$ cat src/rtl/apb_master_arb.sv
// apb_master_arb
// Two-requester APB master. Arbitrates round-robin between two local
// requesters, runs one SETUP/ACCESS transfer at a time toward two slaves
// (slave picked by the address MSB), returns read data and a per-requester
// DONE pulse.
// Optional feature macro: APB_ARB_TIMEOUT_EN -- aborts an ACCESS phase that
// sees no PREADY for TIMEOUT cycles and flags it on ERR_o.
module apb_master_arb #(
    parameter int data_size    = 7,
    parameter int address_size = 8
`ifdef APB_ARB_TIMEOUT_EN
    ,
    parameter int TIMEOUT      = 15
`endif
) (
    input  logic                  PCLK,
    input  logic                  PRESET_n,
    input  logic                  REQ0_i,
    input  logic                  REQ1_i,
    input  logic                  WR0_i,
    input  logic                  WR1_i,
    input  logic [address_size:0] ADDR0_i,
    input  logic [address_size:0] ADDR1_i,
    input  logic [data_size:0]    WDATA0_i,
    input  logic [data_size:0]    WDATA1_i,
    output logic                  DONE0_o,
    output logic                  DONE1_o,
    output logic [data_size:0]    RDATA_o,
    output logic                  ERR_o,
    output logic                  BUSY_o,
    output logic                  PSEL1_o,
    output logic                  PSEL2_o,
    output logic                  PENABLE_o,
    output logic                  PWRITE_o,
    output logic [address_size:0] PADDR_o,
    output logic [data_size:0]    PWDATA_o,
    input  logic [data_size:0]    PRDATA1_i,
    input  logic [data_size:0]    PRDATA2_i,
    input  logic                  PREADY_i
);

    localparam logic [1:0] IDLE   = 2'd0;
    localparam logic [1:0] SETUP  = 2'd1;
    localparam logic [1:0] ACCESS = 2'd2;

    logic [1:0]            state_q, state_d;
    logic                  owner_q, owner_d;
    logic                  last_q, last_d;
    logic                  wr_q, wr_d;
    logic [address_size:0] addr_q, addr_d;
    logic [data_size:0]    wdata_q, wdata_d;
    logic [data_size:0]    rdata_q, rdata_d;
    logic                  done0_q, done0_d;
    logic                  done1_q, done1_d;
    logic                  err_d;
    logic                  win;
    logic                  busy;
    logic [data_size:0]    prdata_sel;

`ifdef APB_ARB_TIMEOUT_EN
    localparam logic [3:0] TO_CNT = 4'(TIMEOUT);
    logic [3:0] cnt_q, cnt_d;
    logic       err_q;
`endif

    // Tie goes to the requester not granted last; a lone request always wins.
    assign win = (REQ0_i && REQ1_i) ? ~last_q : (REQ1_i && !REQ0_i);

    assign prdata_sel = addr_q[address_size] ? PRDATA2_i : PRDATA1_i;

    // Next-state logic. The DONE cycle doubles as the mandatory IDLE gap,
    // so arbitration waits until it has passed.
    always_comb begin
        state_d = state_q;
        owner_d = owner_q;
        last_d  = last_q;
        wr_d    = wr_q;
        addr_d  = addr_q;
        wdata_d = wdata_q;
        rdata_d = rdata_q;
        done0_d = 1'b0;
        done1_d = 1'b0;
        err_d   = 1'b0;
`ifdef APB_ARB_TIMEOUT_EN
        cnt_d   = cnt_q;
`endif
        case (state_q)
            IDLE: begin
                if ((REQ0_i || REQ1_i) && !(done0_q || done1_q)) begin
                    state_d = SETUP;
                    owner_d = win;
                    last_d  = win;
                    wr_d    = win ? WR1_i    : WR0_i;
                    addr_d  = win ? ADDR1_i  : ADDR0_i;
                    wdata_d = win ? WDATA1_i : WDATA0_i;
                end
            end
            SETUP: begin
                state_d = ACCESS;
`ifdef APB_ARB_TIMEOUT_EN
                cnt_d   = 4'd0;
`endif
            end
            ACCESS: begin
                if (PREADY_i) begin
                    state_d = IDLE;
                    done0_d = !owner_q;
                    done1_d = owner_q;
                    if (!wr_q) rdata_d = prdata_sel;
                end
`ifdef APB_ARB_TIMEOUT_EN
                else begin
                    cnt_d = cnt_q + 4'd1;
                    if (cnt_d == TO_CNT) begin
                        state_d = IDLE;
                        done0_d = !owner_q;
                        done1_d = owner_q;
                        err_d   = 1'b1;
                    end
                end
`endif
            end
            default: state_d = IDLE;
        endcase
    end

    // State and command registers; reset discards any transfer in flight.
    always_ff @(posedge PCLK or negedge PRESET_n) begin
        if (!PRESET_n) begin
            state_q <= IDLE;
            owner_q <= 1'b0;
            last_q  <= 1'b1;
            wr_q    <= 1'b0;
            addr_q  <= '0;
            wdata_q <= '0;
            rdata_q <= '0;
            done0_q <= 1'b0;
            done1_q <= 1'b0;
        end else begin
            state_q <= state_d;
            owner_q <= owner_d;
            last_q  <= last_d;
            wr_q    <= wr_d;
            addr_q  <= addr_d;
            wdata_q <= wdata_d;
            rdata_q <= rdata_d;
            done0_q <= done0_d;
            done1_q <= done1_d;
        end
    end

`ifdef APB_ARB_TIMEOUT_EN
    // Timeout counter and error pulse.
    always_ff @(posedge PCLK or negedge PRESET_n) begin
        if (!PRESET_n) begin
            cnt_q <= 4'd0;
            err_q <= 1'b0;
        end else begin
            cnt_q <= cnt_d;
            err_q <= err_d;
        end
    end
    assign ERR_o = err_q;
`else
    assign ERR_o = err_d;
`endif

    assign busy      = (state_q != IDLE);
    assign BUSY_o    = busy;
    assign PSEL1_o   = busy && !addr_q[address_size];
    assign PSEL2_o   = busy &&  addr_q[address_size];
    assign PENABLE_o = (state_q == ACCESS);
    assign PWRITE_o  = wr_q;
    assign PADDR_o   = addr_q;
    assign PWDATA_o  = wdata_q;
    assign RDATA_o   = rdata_q;
    assign DONE0_o   = done0_q;
    assign DONE1_o   = done1_q;

endmodule

$ cat config.mk
export PLATFORM = sky130hd
export DESIGN_NAME = apb_master_arb
export DESIGN_NICKNAME = d
export VERILOG_FILES = /design/src/rtl/apb_master_arb.sv
export SDC_FILE = /design/constraint.sdc
export NUM_CORES = 1
export LEC_CHECK = 0
export BUFFER_PORTS_ARGS = -buffer_cell sky130_fd_sc_hd__clkbuf_2
export CAP_MARGIN = 20
export CELL_PAD_IN_SITES_DETAIL_PLACEMENT = 1
export CELL_PAD_IN_SITES_GLOBAL_PLACEMENT = 2
export CORE_MARGIN = 1
export CORE_UTILIZATION = 28
export CTS_BUF_LIST = sky130_fd_sc_hd__clkbuf_4 sky130_fd_sc_hd__clkbuf_8
export CTS_CLUSTER_DIAMETER = 30
export DETAILED_ROUTE_END_ITERATION = 8
export MAX_ROUTING_LAYER = met4
export PLACE_DENSITY = 0.95
export SYNTH_ARGS = -nofsm -noshare
export SYNTH_HDL_FRONTEND = slang
export SYNTH_SLANG_ARGS = --single-unit
$ cat constraint.sdc
create_clock -name PCLK -period 2.1 [get_ports PCLK]
set_input_delay 0 -clock PCLK [delete_from_list [all_inputs] [get_ports PCLK]]
set_output_delay 0 -clock PCLK [all_outputs]
set_load 0.03 [all_outputs]
==> flow_summary.json <==
{
  "gp_congestion": 0.735,
  "crit_family": "buffers and inverters",
  "crit_path_end_kind": "flip-flop",
  "fmax_mhz": 526,
  "cp.arrival_ps": 2120,
  "drv_slew": 0,
  "post-route-period-util_pct": 90.5,
  "ys_seq_area_share_pct": 51.9,
  "syn_area_um2": 1550,
  "clk-insertion-delay-late_ps": 280,
  "ios": 90,
  "grt_overflow_total": 0,
  "syn_area_per_cell_um2": 12.4,
  "path_buf_inv": 2,
  "critPathKind": "flip-flop to flip-flop",
  "antenna_found_initial": 0,
  "fin_nets": 273,
  "hold_viol_final": 0,
  "post_cts_buffers": 0,
  "ir_worst_vdd_v": 0.000646,
  "wl_per_cell_um": 14.8,
  "finalSetupTns_ps": 0,
  "holdBufCountCts": 4,
  "port_buffers": 88,
  "cts_resized": 0,
  "top_layer_used": "met4",
  "core_um2": 5200,
  "power_mw": 3.64,
  "grt_pass1_vias": 1506,
  "die-area_um2": 5820,
  "cts_max_path_buffers": 2,
  "clk_pin_slew_ps": 70,
  "drive_gt1_share_pct": 53.2,
  "initial_core_util_pct": 29.7,
  "drv_cap": 0,
  "cp_slowest_cell": "dlygate4sd3_1",
  "drc": 0,
  "fp-row-count": 26,
  "synth_compound_area_share_pct": 28.8,
  "max_stage_delay_ps": 570,
  "p_per_area_nw_per_um2": 1670,
  "fin_skew_ps": 5.57,
  "rsz0062_at_grt": "false",
  "die_h_um": 76.3,
  "grt_usage_pct": 15.8,
  "grt_pass1_wl_um": 7020,
  "synthSimpleGateAreaFrac_pct": 7.21,
  "finalSetupViolations": 0,
  "p_leak_nw": 1.06,
  "netlist_instances": 125,
  "cp.required_ps": 2320,
  "crit_chain": "nor4_4 -> buf_4 -> a21oi_1 -> a31oi_1 -> dlygate4sd3_1",
  "layout_min_cycle_time_ps": 1900,
  "synth-xor-area-share_pct": 0,
  "ant_nets": 0,
  "htree_levels": 2,
  "first_pass_iters": 4,
  "grt_max_degree": 33,
  "antennaDiodeCount": 0,
  "drt_iter0_drc": 45,
  "synth_fp_nets": 182,
  "area_growth_pct": 41.1,
  "cts_tree": "done",
  "ys_ff_latch": 32,
  "start_kind": "flip-flop",
  "num_vias": 1414,
  "hold_class": "primary input to flip-flop",
  "status": "finished, final reports clean",
  "synthDistinctLibCells": 26,
  "avgViaCountPerCell": 4.94,
  "synth_top_family_by_area": "compound AO/OA/AOI/OAI gates",
  "worst_pin_slew_ps": 795,
  "synth.area.mux_share_pct": 6.56,
  "numCtsBuffers": 5,
  "dp_hpwl_um": 3140,
  "wl_um": 4240,
  "wl_met2_um": 2080,
  "die_w_um": 76.3,
  "cts_sinks": 32,
  "wl_met1_um": 1860,
  "path_max_fanout": 9,
  "nFillCells": 620,
  "ys_warn_count": 0,
  "maxSlewHeadroom_pct": 47.0,
  "clock-root-buffer": "clkbuf_8",
  "route.met3.wl_um": 261,
  "synthAdderAreaFrac_pct": 0
}
-- final timing paths --
path | startpoint | to | slack (ps) | depth (start not counted)
max in group asynchronous | PRESET_n | owner_q | 1270 | 2
worst max register to register | state_q[0] | last_q | 200 | 5
worst min register to register | RDATA_o[0] | RDATA_o[0] | 520 | 2
worst min-delay path | PRDATA1_i[6] | RDATA_o[6] | 10 | 3
worst max-delay path | state_q[0] | last_q | 200 | 5
min in group asynchronous | PRESET_n | PWDATA_o[2] | 330 | 2
-- cells by family (layout without fill, tap and decap cells) --
family,count (synthesis),count (layout)
buf+inv,15,106
flops,32,32
compound gates,49,49
other cells,1,1
simple gates,18,18
mux,10,10
-- cell type report --
class / count / area (µm²) / area share [%]
flip-flops and latches: 32 / 802 / 36.8
multi-input cells: 78 / 668 / 30.7
repair buffers: 97 / 518 / 23.8
clock buffers: 7 / 96.3 / 4.42
well taps: 70 / 87.6 / 4.02
inverters: 2 / 7.51 / 0.344
-- power breakdown --
group	internal (mW)	switching [mW]	leakage, nW	total, mW
logic	0.785	1.17	0.646	1.95
registers	0.914	0.258	0.359	1.17
clock network	0.292	0.218	0.0503	0.510
-- routing by layer --
| metal | global-route usage [%] | vias up |
|---|---|---|
| met3 | 4.67 | 2 |
| met2 | 25.4 | 52 |
| met4 | 5.19 | 0 |
| met5 | - | - |
| met1 | 18.9 | 699 |
| li1 | - | 661 |
-- through the flow --
step	worst slack (ps)	std cells	utilization [%]	hold slack, ps	cell area, µm²
after detailed placement	564	275	39.3	134	2040
after global routing	86.5	286	41.9	19.4	2180
final	200	286	41.9	13.2	2180
after CTS	240	286	41.9	7.02	2180
after floorplan	670	125	-	-296	1550
after global placement	649	275	39.3	116	2040
-- worst register-to-register path, delay by kind of cell (launching register included) --
kind | cells | cell delay, ps
AO/OA/AOI/OAI | 2 | 230
buffers and inverters | 2 | 790
flip-flops | 1 | 460
AND/OR/NAND/NOR | 1 | 360
-- sequential cells by signal, summed over array words and instances, names as in the netlist --
name	cells
PWRITE_o	1
PADDR_o	9
DONE0_o	1
owner_q	1
last_q	1
state_q	2
PWDATA_o	8
RDATA_o	8
DONE1_o	1
-- cell usage in the layout, fill, tap and decap left out, types with 2 or more instances in the layout --
cell type,netlist,routed
a21oi_1,9,9
a2bb2oi_1,9,9
a2bb2oi_2,9,9
and3_1,2,2
buf_4,3,5
clkbuf_2,0,88
clkbuf_8,0,7
dfrtp_1,31,31
dlygate4sd3_1,0,4
inv_1,2,2
mux2i_1,9,9
nor2_1,8,8
nor2b_1,3,3
o32ai_1,18,18
-- cells in the mapped netlist --
library cell,number,area share (%)
a21bo_2,1,0.65
a21oi_1,9,2.9
a2bb2oi_1,9,5.1
a2bb2oi_2,9,8.7
a31oi_1,1,0.41
and2_1,1,0.41
and3_1,2,0.81
buf_2,5,1.6
buf_4,3,1.5
buf_6,1,0.73
clkbuf_1,4,0.97
conb_1,1,0.24
dfrtp_1,31,50
dfstp_2,1,1.7
inv_1,2,0.49
mux2_2,1,0.73
mux2i_1,9,5.8
nand2b_1,1,0.41
nor2_1,8,1.9
nor2b_1,3,1.2
nor4_4,1,1.4
nor4bb_1,1,0.65
o21a_1,1,0.49
o21ai_0,1,0.32
o32ai_1,18,10
or2_2,1,0.41
Power figures use the tool's default switching activity.
